[src/rtl/bank_capture_sequencer_pkg.sv]
// Shared types and constants for the input register bank capture sequencer.
package bank_capture_pkg;

  typedef enum logic [1:0] {IDLE, REQ, LOAD, NEXT} state_e;

  localparam int N_SLOTS      = 13;
  localparam int SLOT_IRQ     = 0;
  localparam int SLOT_READY   = 1;
  localparam int SLOT_RTC0    = 2;
  localparam int SLOT_KEY     = 11;
  localparam int SLOT_NEWDATA = 12;

  // RTC register map: sec..yr, then timer. Entry [0] is read first.
  localparam logic [8:0][7:0] RTC_ADDR = {8'hF1, 8'h28, 8'h27, 8'h26, 8'h25,
                                          8'h24, 8'h23, 8'h22, 8'h21};

  // Address of the idx-th register of a sweep; out-of-table indices read as 0.
  function automatic logic [7:0] rtc_addr(input int idx);
    rtc_addr = (idx >= 0 && idx < 9) ? RTC_ADDR[idx] : 8'h00;
  endfunction

endpackage

[src/rtl/bank_capture_sequencer_kb_edge.sv]
// Keyboard strobe edge detector; drives the one-cycle key/newdata slot enables.
module bank_cap_kb_edge (
  input  logic       i_clk,
  input  logic       i_reset,
  input  logic       i_kb_strobe,
  input  logic       i_kb_clr,
  output logic [1:0] o_kb_en     // [0] key slot, [1] newdata slot
);

  logic r_kb_q;
  logic r_en_key;
  logic r_en_new;
  logic w_rise;

  assign w_rise = i_kb_strobe & ~r_kb_q;

  // A rising strobe loads both slots; kb_clr reloads only newdata. Both merge into one pulse.
  always_ff @(posedge i_clk or negedge i_reset) begin
    if (!i_reset) begin
      r_kb_q   <= 1'b0;
      r_en_key <= 1'b0;
      r_en_new <= 1'b0;
    end else begin
      r_kb_q   <= i_kb_strobe;
      r_en_key <= w_rise;
      r_en_new <= w_rise | i_kb_clr;
    end
  end

  assign o_kb_en = {r_en_new, r_en_key};

endmodule

[src/rtl/bank_capture_sequencer.sv]
// Sequences RTC reads into bank slots 2..10, keeps status slots live, forwards key enables.
module bank_capture_sequencer
  import bank_capture_pkg::*;
#(
  parameter int REFRESH_DIV = 100000,
  parameter int ACK_TIMEOUT = 255,
  parameter int N_RTC       = 9
) (
  input  logic                 i_clk,
  input  logic                 i_reset,
  input  logic                 i_start,
  input  logic                 i_kb_strobe,
  input  logic                 i_kb_clr,
  output logic                 o_rd_req,
  output logic [7:0]           o_rd_addr,
  input  logic                 i_rd_ack,
  input  logic [7:0]           i_rd_data,
  output logic [7:0]           o_entrada,
  output logic [N_SLOTS-1:0]   o_en,
  output logic                 o_busy,
  output logic                 o_sweep_done,
  output logic                 o_timeout_err
);

  localparam int RW = $clog2(REFRESH_DIV);
  localparam int WW = $clog2(ACK_TIMEOUT + 1);
  localparam int IW = $clog2(N_RTC);

  state_e          r_state, w_state_nx;
  logic [IW-1:0]   r_idx, w_idx_nx;
  logic            r_pending, w_pending_nx;
  logic [RW-1:0]   r_ref_cnt;
  logic [WW-1:0]   r_wait;
  logic [7:0]      r_entrada;
  logic            r_stat_en;
  logic            r_timeout_err;
  logic [1:0]      w_kb_en;
  logic [N_RTC-1:0] w_rtc_en;
  logic            w_ref_wrap, w_sweep_req, w_last, w_ack_hit, w_tmo_hit;

  assign w_ref_wrap  = (r_ref_cnt == RW'(REFRESH_DIV - 1));
  assign w_sweep_req = i_start | w_ref_wrap;
  assign w_last      = (r_idx == IW'(N_RTC - 1));
  // Ack wins over a timeout landing in the same cycle.
  assign w_ack_hit   = (r_state == REQ) & i_rd_ack;
  assign w_tmo_hit   = (r_state == REQ) & ~i_rd_ack & (r_wait == WW'(ACK_TIMEOUT - 1));

  // Free-running refresh divider; the wrap cycle requests a sweep.
  always_ff @(posedge i_clk or negedge i_reset) begin
    if (!i_reset) r_ref_cnt <= '0;
    else          r_ref_cnt <= w_ref_wrap ? '0 : r_ref_cnt + RW'(1);
  end

  // Ack wait counter: counts REQ cycles of the current register, zero elsewhere.
  always_ff @(posedge i_clk or negedge i_reset) begin
    if (!i_reset)              r_wait <= '0;
    else if (r_state == REQ)   r_wait <= r_wait + WW'(1);
    else                       r_wait <= '0;
  end

  // FSM state, sweep index and the collapsed follow-up request.
  always_ff @(posedge i_clk or negedge i_reset) begin
    if (!i_reset) begin
      r_state   <= IDLE;
      r_idx     <= '0;
      r_pending <= 1'b0;
    end else begin
      r_state   <= w_state_nx;
      r_idx     <= w_idx_nx;
      r_pending <= w_pending_nx;
    end
  end

  // Next-state logic; requests arriving mid-sweep fold into a single pending flag.
  always_comb begin
    w_state_nx   = r_state;
    w_idx_nx     = r_idx;
    w_pending_nx = r_pending;
    case (r_state)
      IDLE: begin
        w_pending_nx = 1'b0;
        if (w_sweep_req) begin
          w_state_nx = REQ;
          w_idx_nx   = '0;
        end
      end
      REQ: begin
        w_pending_nx = r_pending | w_sweep_req;
        if (w_ack_hit)      w_state_nx = LOAD;
        else if (w_tmo_hit) w_state_nx = NEXT;
      end
      LOAD: begin
        w_pending_nx = r_pending | w_sweep_req;
        w_state_nx   = NEXT;
      end
      NEXT: begin
        if (w_last) begin
          // A request seen in this very cycle is served like a pending one.
          w_pending_nx = 1'b0;
          w_idx_nx     = '0;
          w_state_nx   = (r_pending | w_sweep_req) ? REQ : IDLE;
        end else begin
          w_pending_nx = r_pending | w_sweep_req;
          w_idx_nx     = r_idx + IW'(1);
          w_state_nx   = REQ;
        end
      end
      default: w_state_nx = IDLE;
    endcase
  end

  // Data word only moves on an accepted ack; status enables go live after reset.
  always_ff @(posedge i_clk or negedge i_reset) begin
    if (!i_reset) begin
      r_entrada <= '0;
      r_stat_en <= 1'b0;
    end else begin
      r_stat_en <= 1'b1;
      if (w_ack_hit) r_entrada <= i_rd_data;
    end
  end

  // Sticky timeout flag; a fresh timeout outranks a clearing start.
  always_ff @(posedge i_clk or negedge i_reset) begin
    if (!i_reset)       r_timeout_err <= 1'b0;
    else if (w_tmo_hit) r_timeout_err <= 1'b1;
    else if (i_start)   r_timeout_err <= 1'b0;
  end

  bank_cap_kb_edge u_kb (
    .i_clk       (i_clk),
    .i_reset     (i_reset),
    .i_kb_strobe (i_kb_strobe),
    .i_kb_clr    (i_kb_clr),
    .o_kb_en     (w_kb_en)
  );

  assign w_rtc_en = (r_state == LOAD) ? (N_RTC'(1) << r_idx) : '0;

  // Assemble the slot enables: status, one RTC slot at most, keyboard pair.
  always_comb begin
    o_en                          = '0;
    o_en[SLOT_IRQ]                = r_stat_en;
    o_en[SLOT_READY]              = r_stat_en;
    o_en[SLOT_RTC0 +: N_RTC]      = w_rtc_en;
    o_en[SLOT_KEY]                = w_kb_en[0];
    o_en[SLOT_NEWDATA]            = w_kb_en[1];
  end

  assign o_rd_req      = (r_state == REQ);
  assign o_rd_addr     = (r_state == REQ) ? rtc_addr(int'(r_idx)) : 8'h00;
  assign o_entrada     = r_entrada;
  assign o_sweep_done  = (r_state == NEXT) & w_last;
  // Busy drops together with the final sweep_done unless another sweep follows.
  assign o_busy        = (r_state != IDLE) &
                         ~((r_state == NEXT) & w_last & ~r_pending & ~w_sweep_req);
  assign o_timeout_err = r_timeout_err;

endmodule
[config.mk]
export PLATFORM = sky130hd
export DESIGN_NAME = bank_capture_sequencer
export DESIGN_NICKNAME = d
export VERILOG_FILES = /design/src/rtl/bank_capture_sequencer_pkg.sv /design/src/rtl/bank_capture_sequencer_kb_edge.sv /design/src/rtl/bank_capture_sequencer.sv
export SDC_FILE = /design/constraint.sdc
export NUM_CORES = 1
export LEC_CHECK = 0
export BUFFER_PORTS_ARGS = -buffer_cell sky130_fd_sc_hd__buf_2
export CAP_MARGIN = 15
export CORE_ASPECT_RATIO = 0.6
export CORE_UTILIZATION = 43
export CTS_BUF_LIST = sky130_fd_sc_hd__clkbuf_8
export DETAILED_ROUTE_END_ITERATION = 8
export PLACE_DENSITY = 0.79
export SLEW_MARGIN = 10
export SYNTH_ARGS = -nofsm -noshare
export SYNTH_HDL_FRONTEND = slang
export SYNTH_SLANG_ARGS = --single-unit
[constraint.sdc]
create_clock -name i_clk -period 1.8 [get_ports i_clk]
set_input_delay 0.09 -clock i_clk [delete_from_list [all_inputs] [get_ports i_clk]]
set_output_delay 0.09 -clock i_clk [all_outputs]
set_load 0.005 [all_outputs]
==> summary.md, run 1 <==
| Metric | Value |
|---|---|
| Setup-failing EPs final | 7 |
| Status | finished with violations |
| Die Wd | 97.1 µm |
| Worst slew pin tran | 596 ps |
| Net Sw Frac | 0.343 |
| RePlAce Congestion | 0.832 |
| Input/output buffers | 46 |
| Post-route cell area | 3050 µm² |
| Combinational Power Share | 0.399 |
| TritonCTS Buffers | 5 |
| Share of layout cells above drive strength 1 | 0.392 |
| Total power | 3.36 mW |
| Non-Filler Instances | 359 |
| Crit-path cells | or4b_4 -> nor4_4 -> nor3_2 -> a21oi_1 -> buf_2 |
| Largest net degree at the start of global routing | 29 |
| GRT Total Usage | 0.193 |
| Critical Path AT | 1900 ps |
| CP startpoint kind | register |
| Internal Pwr Total | 2.21 mW |
| Vias in the first global route | 1811 |
| Post-Place Setup Slack | -121 ps |
| Synth area leader | dfrtp_1 |
| Syn Inst Count | 211 |
| Vias | 1830 |
| Post-Route WL | 4.98 mm |
| Initial Util | 0.455 |
| Primary FF master, synth | dfrtp_1 |
| Psw | 1.15 mW |
| CTS tree | yes |
| P_leak | 1.55 nW |
| VDD IR max | 0.637 mV |
| Post-layout minimum cycle time | 1990 ps |
| FILL cells | 433 |
| Final Cycle Share | 1.11 |
| DP Wirelength | 3.72 mm |
| # diodes | 0 |
| Avg Inst Size Synth | 11.1 µm² |
| Die area | 5730 µm² |
| Clock Power Share | 0.202 |
| Cell Area, Synth | 2330 µm² |
| Yosys reg bits | 45 |
| DRT iter0 DRCs | 88 |
| Clk slew on worst S/H paths | 90 ps |
| Final hold vios | 0 |
| Pwr/cell area | 1100 nW/µm² |
| Final ANT Viol Nets | 0 |
| Seq/Total Area, Yosys | 0.483 |
| Clock Tree Buf Depth | 2 |
| Final worst slack | -195 ps |
| H-tree depth | 2 |
| DRC viols | 0 |
| Clock sinks | 45 |
| Setup TNS | -803 ps |
| Dpl cell area | 2820 µm² |
| Crit path max-delay cell type | or4b_4 |
| Layout Area Growth over Synthesis | 30.8% |
| GRT Residual Overflow | 0 |
| DRT Pass-1 Iters | 4 |
| Synth unique cells | 46 |
| Async set-reset flop share out of synthesis | 1.00 |
| Setup repair after global routing missed its margin | true |
| Via/cell ratio | 5.10 |
| Ranking of synthesized cells by area | dfrtp_1 48%, ha_1 8.0%, xor2_1 5.3% |
| Syn Nets | 240 |
| Utilization after layout | 0.595 |
| Max Cap Viol | 0 |
| Die height | 59.0 µm |
| Post-synth EDFFs | 0 |
| Buffers and inverters on the worst path | 1 |
| WP data required | 1710 ps |
| Mean routed wirelength per cell | 13.9 µm |
| Worst Hold Slack | 14.2 ps |
| Skew-Pair Late Insertion Delay | 300 ps |
| Global-route wire length before repair | 8.51 mm |
| Row cnt | 20 |
| # IOs | 47 |
| Worst hold path class | input pin to register |
| # nets final | 321 |
| Dpl cells | 343 |
| Failing checks | negative setup slack |
| Clk root buf | clkbuf_8 |
| FMAX | 501 MHz |
| Final slew viol count | 0 |
| Seq pwr share | 0.399 |
| YS warnings | 0 |
| Max incr delay on CP | 580 ps |
| Initial antenna violation count | 0 |
| Post-synth top area share | 0.483 |
| Crit-path max FO | 2 |
| Clock Skew | 3.02 ps |
| Crit-path leading delay family | simple AND/OR/NAND/NOR gates |
| CP Capture Type | output pin |
| Core area | 5130 µm² |
| Slew headroom | 0.603 |
| WS Path Type | register to output pin |
worst paths after layout:
kind	start	endpoint	slack, ps	depth (start not counted)
max	r_ref_cnt[14]$_DFF_PN0_	o_busy	-190	5
min reg2reg	u_kb.r_kb_q$_DFF_PN0_	u_kb.r_en_key$_DFF_PN0_	410	1
max in group asynchronous	i_reset	r_wait[7]$_DFF_PN0_	900	3
max reg2reg	r_ref_cnt[8]$_DFF_PN0_	r_state[1]$_DFFE_PN0P_	-160	5
min in group asynchronous	i_reset	r_ref_cnt[15]$_DFF_PN0_	320	2
min	i_rd_data[6]	o_entrada[6]$_DFFE_PN0P_	10	2
registers in the layout (all words and copies together), names as in the netlist:
| signal | count |
|---|---|
| o_entrada | 8 |
| o_timeout_err | 1 |
| r_idx | 4 |
| r_pending | 1 |
| r_ref_cnt | 17 |
| r_stat_en | 1 |
| r_state | 2 |
| r_wait | 8 |
| u_kb.r_en_key | 1 |
| u_kb.r_en_new | 1 |
| u_kb.r_kb_q | 1 |
worst register-to-register path: stages (launching register included):
cell,delay (ps)
dfrtp_1,390
or4b_4,560
buf_6,140
o41ai_4,340
nand2_2,120
mux2_4,300
repair_timing:
action / 4_1_cts / 5_1_grt
setup buffers: 5 / 2
resized for setup: 5 / 10
endpoints found under the hold margin: 28 / 0
pin swaps: 6 / 3
hold buffers: 3 / 0
endpoints found under the setup margin: 22 / 13
power groups by stage:
stage | clock network [mW] | logic (mW) | registers (mW)
floorplan | 0 | 0.761 | 1.34
detailed placement | 0 | 1.25 | 1.35
CTS | 0.703 | 1.29 | 1.33
global placement | 0 | 1.22 | 1.34
finish | 0.679 | 1.34 | 1.34
global route | 0.734 | 1.48 | 1.37
synthesized netlist by cell type (2+ instances only):
library cell  instances
and4_1                5
nor2b_1               5
buf_4                 6
and3_1                7
o21ai_0               2
dfrtp_1              45
nand2_1               6
clkbuf_1              3
nor3b_1               2
nor3_1                2
a21oi_1               2
nor2_1               20
nand4_1               8
and2_1                6
nor4_1                2
xnor2_1               6
inv_1                 9
xor2_1               14
ha_1                 15
a22o_1                3
mux2_2                8
nand3_1              11
layer usage:
layer	global-route usage	share of wire	up-vias
met5	0	0	-
met2	0.316	0.44	45
met1	0.262	0.50	889
li1	-	-	892
met3	0.0448	0.051	4
met4	0.0576	0.0080	0
placed cells by master, fill, tap and decap left out, types with 8 or more instances in the layout:
cell type / netlist / layout
inv_1: 9 / 9
nand3_1: 11 / 11
mux2_2: 8 / 8
buf_4: 6 / 32
nor2_1: 20 / 19
xor2_1: 14 / 14
nand4_1: 8 / 8
buf_2: 1 / 46
ha_1: 15 / 14
dfrtp_1: 45 / 45
layout make-up:
type / count / area [µm²] / share of cell area
clock buffer: 6 / 82.6 / 0.0271
clock inverter: 2 / 17.5 / 0.00574
inverter: 9 / 33.8 / 0.0111
multi-input combinational: 147 / 1160 / 0.382
sequential: 45 / 1130 / 0.369
tap: 66 / 82.6 / 0.0271
timing repair buffer: 84 / 543 / 0.178
cells by family (layout without fill, tap and decap cells):
family	count (synthesis)	in the layout	share of synthesized area
other cells	1	1	0.00161
buf+inv	19	101	0.0408
flops	45	45	0.483
compound gates	16	16	0.0601
mux	10	10	0.0494
xor+xnor	20	20	0.0751
simple gates	85	85	0.210
fa+ha+maj	15	15	0.0805
Note: power is estimated with default switching activity, not from simulation.
==> inputs of run 2 (changes only) <==
ABC_AREA = 1   (was default)
MAX_ROUTING_LAYER = met4   (was default)
==> run 2 against run 1 <==
The run now ends clean. Synthesized cell count increased by 40%. Worst setup slack improved by 290 ps. Fmax increased by 17%. Sequential cell count unchanged.
==> summary.md, run 2 <==
| Metric | Value |
|---|---|
| Status | finished, final reports clean |
| Setup TNS | 0 ps |
| Total power | 3.36 mW |
| # IOs | 47 |
| Top post-synthesis cells by count | 55 x nand2_1, 48 x inv_1, 45 x dfrtp_1 |
| Mean routed wirelength per cell | 11.7 µm |
| DRC viols | 0 |
| Post-layout minimum cycle time | 1710 ps |
| Reg2Reg Launch Point | r_state[1]$_DFFE_PN0P_ |
| Cell Area, Synth | 2530 µm² |
| Utilization after layout | 0.547 |
| Critical Path AT | 1620 ps |
| Most flop-heavy register | r_ref_cnt |
| Share of layout cells above drive strength 1 | 0.305 |
| Die height | 61.4 µm |
| Post-Route WL | 5.06 mm |
| TritonCTS Buffers | 5 |
| VDD IR max | 0.617 mV |
| Die area | 6200 µm² |
| Pwr/cell area | 1090 nW/µm² |
| Setup-failing EPs final | 0 |
| WP data required | 1710 ps |
| Post-synth top area share | 0.445 |
| Clk slew on worst S/H paths | 90 ps |
| CP Capture Type | output pin |
| Crit-path max FO | 5 |
| Multi-input logic area | 1210 µm² |
| Layout Area Growth over Synthesis | 21.7% |
| Global-route wire length before repair | 8.11 mm |
| Post-Place Setup Slack | 27.0 ps |
| DP Wirelength | 3.76 mm |
| Slew headroom | 0.625 |
| Syn Nets | 324 |
| Met2 WL post-DR | 2.04 mm |
| Vias in the first global route | 1697 |
| Post-synth EDFFs | 0 |
| CTS tree | yes |
| Async set-reset flop share out of synthesis | 1.00 |
| Avg Inst Size Synth | 8.58 µm² |
| GRT Total Usage | 0.179 |
| Input/output buffers | 46 |
| Final worst slack | 94.0 ps |
| FMAX | 586 MHz |
| Worst slew pin tran | 562 ps |
| RePlAce Congestion | 0.897 |
| Max FFs per register | 17 |
| Worst Hold Slack | 11.9 ps |
| FILL cells | 518 |
| Seq/Total Area, Yosys | 0.445 |
| P_leak | 1.57 nW |
| Clock Tree Buf Depth | 2 |
| Total area of sequential cells | 1130 µm² |
| Final Cycle Share | 0.948 |
| Initial Util | 0.450 |
| Synth area leader | dfrtp_1 |
| Initial antenna violation count | 0 |
| Clk root buf | clkbuf_8 |
| # diodes | 0 |
| Synth unique cells | 36 |
| H-tree depth | 2 |
| DRT iter0 DRCs | 78 |
| Met3 WL post-DR | 306 µm |
| Skew-Pair Late Insertion Delay | 300 ps |
| Clock Skew | 14.1 ps |
| Final hold vios | 0 |
| Vias | 2012 |
| Die Wd | 101 µm |
| CP startpoint kind | register |
| Most frequent cell after synthesis | nand2_1 |
| DRT Pass-1 Iters | 4 |
| Primary FF master, synth | dfrtp_1 |
| Yosys reg bits | 45 |
| Row cnt | 21 |
| Clock sinks | 45 |
| YS warnings | 0 |
| Met1 Wirelength | 2.69 mm |
| Most common cell after layout, fill and taps aside | nand2_1 |
| Worst hold path class | input pin to register |
| Largest net degree at the start of global routing | 46 |
| Via/cell ratio | 4.64 |
| Highest routed layer | met4 |
| Syn Inst Count | 295 |
| Crit. Startpoint | r_ref_cnt[0]$_DFF_PN0_ |
| Final ANT Viol Nets | 0 |
| Ranking of synthesized cells by area | dfrtp_1 45%, nand2_1 8.2%, ha_1 7.4% |
| GRT Residual Overflow | 0 |
| Min-delay src | i_rd_data[3] |
| Final slew viol count | 0 |
| Most frequent cells in the layout | 54 x nand2_1, 47 x inv_1, 46 x buf_2, 43 x dfrtp_1, 27 x nor2_1 |
| WS Path Type | register to output pin |
| Setup repair after global routing missed its margin | true |
| Core area | 5620 µm² |
| Max Cap Viol | 0 |
| # nets final | 382 |
## run 2: cell families (layout without fill, tap and decap cells)
group,Yosys count,in the layout,share of synthesized area
and+or+nand+nor,134,134,0.268
other,1,1,0.00148
buffers and inverters,61,120,0.0994
adders and majority gates,15,15,0.0742
xor gates and xnor gates,6,6,0.0208
DFF,45,45,0.445
AOI/OAI and AO/OA,25,25,0.0554
muxes,8,8,0.0356
## run 2: cell type report
cell class | instances | share of cell area
Timing Repair Buffer | 57 | 0.104
Clock buffer | 5 | 0.0224
Inverter | 55 | 0.0671
Tap cell | 80 | 0.0325
Sequential cell | 45 | 0.367
Clock inverter | 3 | 0.0150
Multi-Input combinational cell | 189 | 0.392
## run 2: metrics by stage
| step | cell area [µm²] | std cells |
|---|---|---|
| after floorplan | 2530 | 295 |
| after global placement | 2820 | 416 |
| after detailed placement | 2820 | 416 |
| after CTS | 2980 | 427 |
| after global routing | 3080 | 434 |
| final | 3080 | 434 |
## run 2: power breakdown
part           leakage [nW]  switching [mW]  internal (mW)
Clock                0.0543           0.356          0.415
Combinational         0.942           0.708          0.545
Sequential            0.575           0.141           1.19
Total                  1.57            1.21           2.16
## run 2: worst max-delay path, stage by stage, from the launching register on
cell	delay, ps
dfrtp_1	410
ha_4	170
nand3_1	120
nor2_2	200
nand3_4	110
nand3_2	110
o21bai_1	60
inv_1	50
buf_2	100
## run 2: worst paths after layout
check / slack (ps) / depth (start not counted) / end
max: 90 / 8 / o_busy
min: 10 / 2 / o_entrada[3]$_DFFE_PN0P_
max reg2reg: 190 / 9 / r_state[1]$_DFFE_PN0P_
min reg2reg: 400 / 1 / u_kb.r_en_key$_DFF_PN0_
max in group asynchronous: 980 / 3 / r_idx[1]$_DFFE_PN0P_
min in group asynchronous: 380 / 3 / r_ref_cnt[11]$_DFF_PN0_
## run 2: timing repair
item,4_1_cts,5_1_grt
endpoints found under the setup margin,2,6
setup buffers,0,7
hold buffers,3,0
pin swaps,1,3
endpoints found under the hold margin,48,0
gates resized for setup,6,9
## run 2: metal layers
metal | GRT usage | vias up
met5 | - | -
met4 | 0.0435 | 0
met3 | 0.0431 | 2
met2 | 0.235 | 63
met1 | 0.270 | 914
li1 | - | 1033
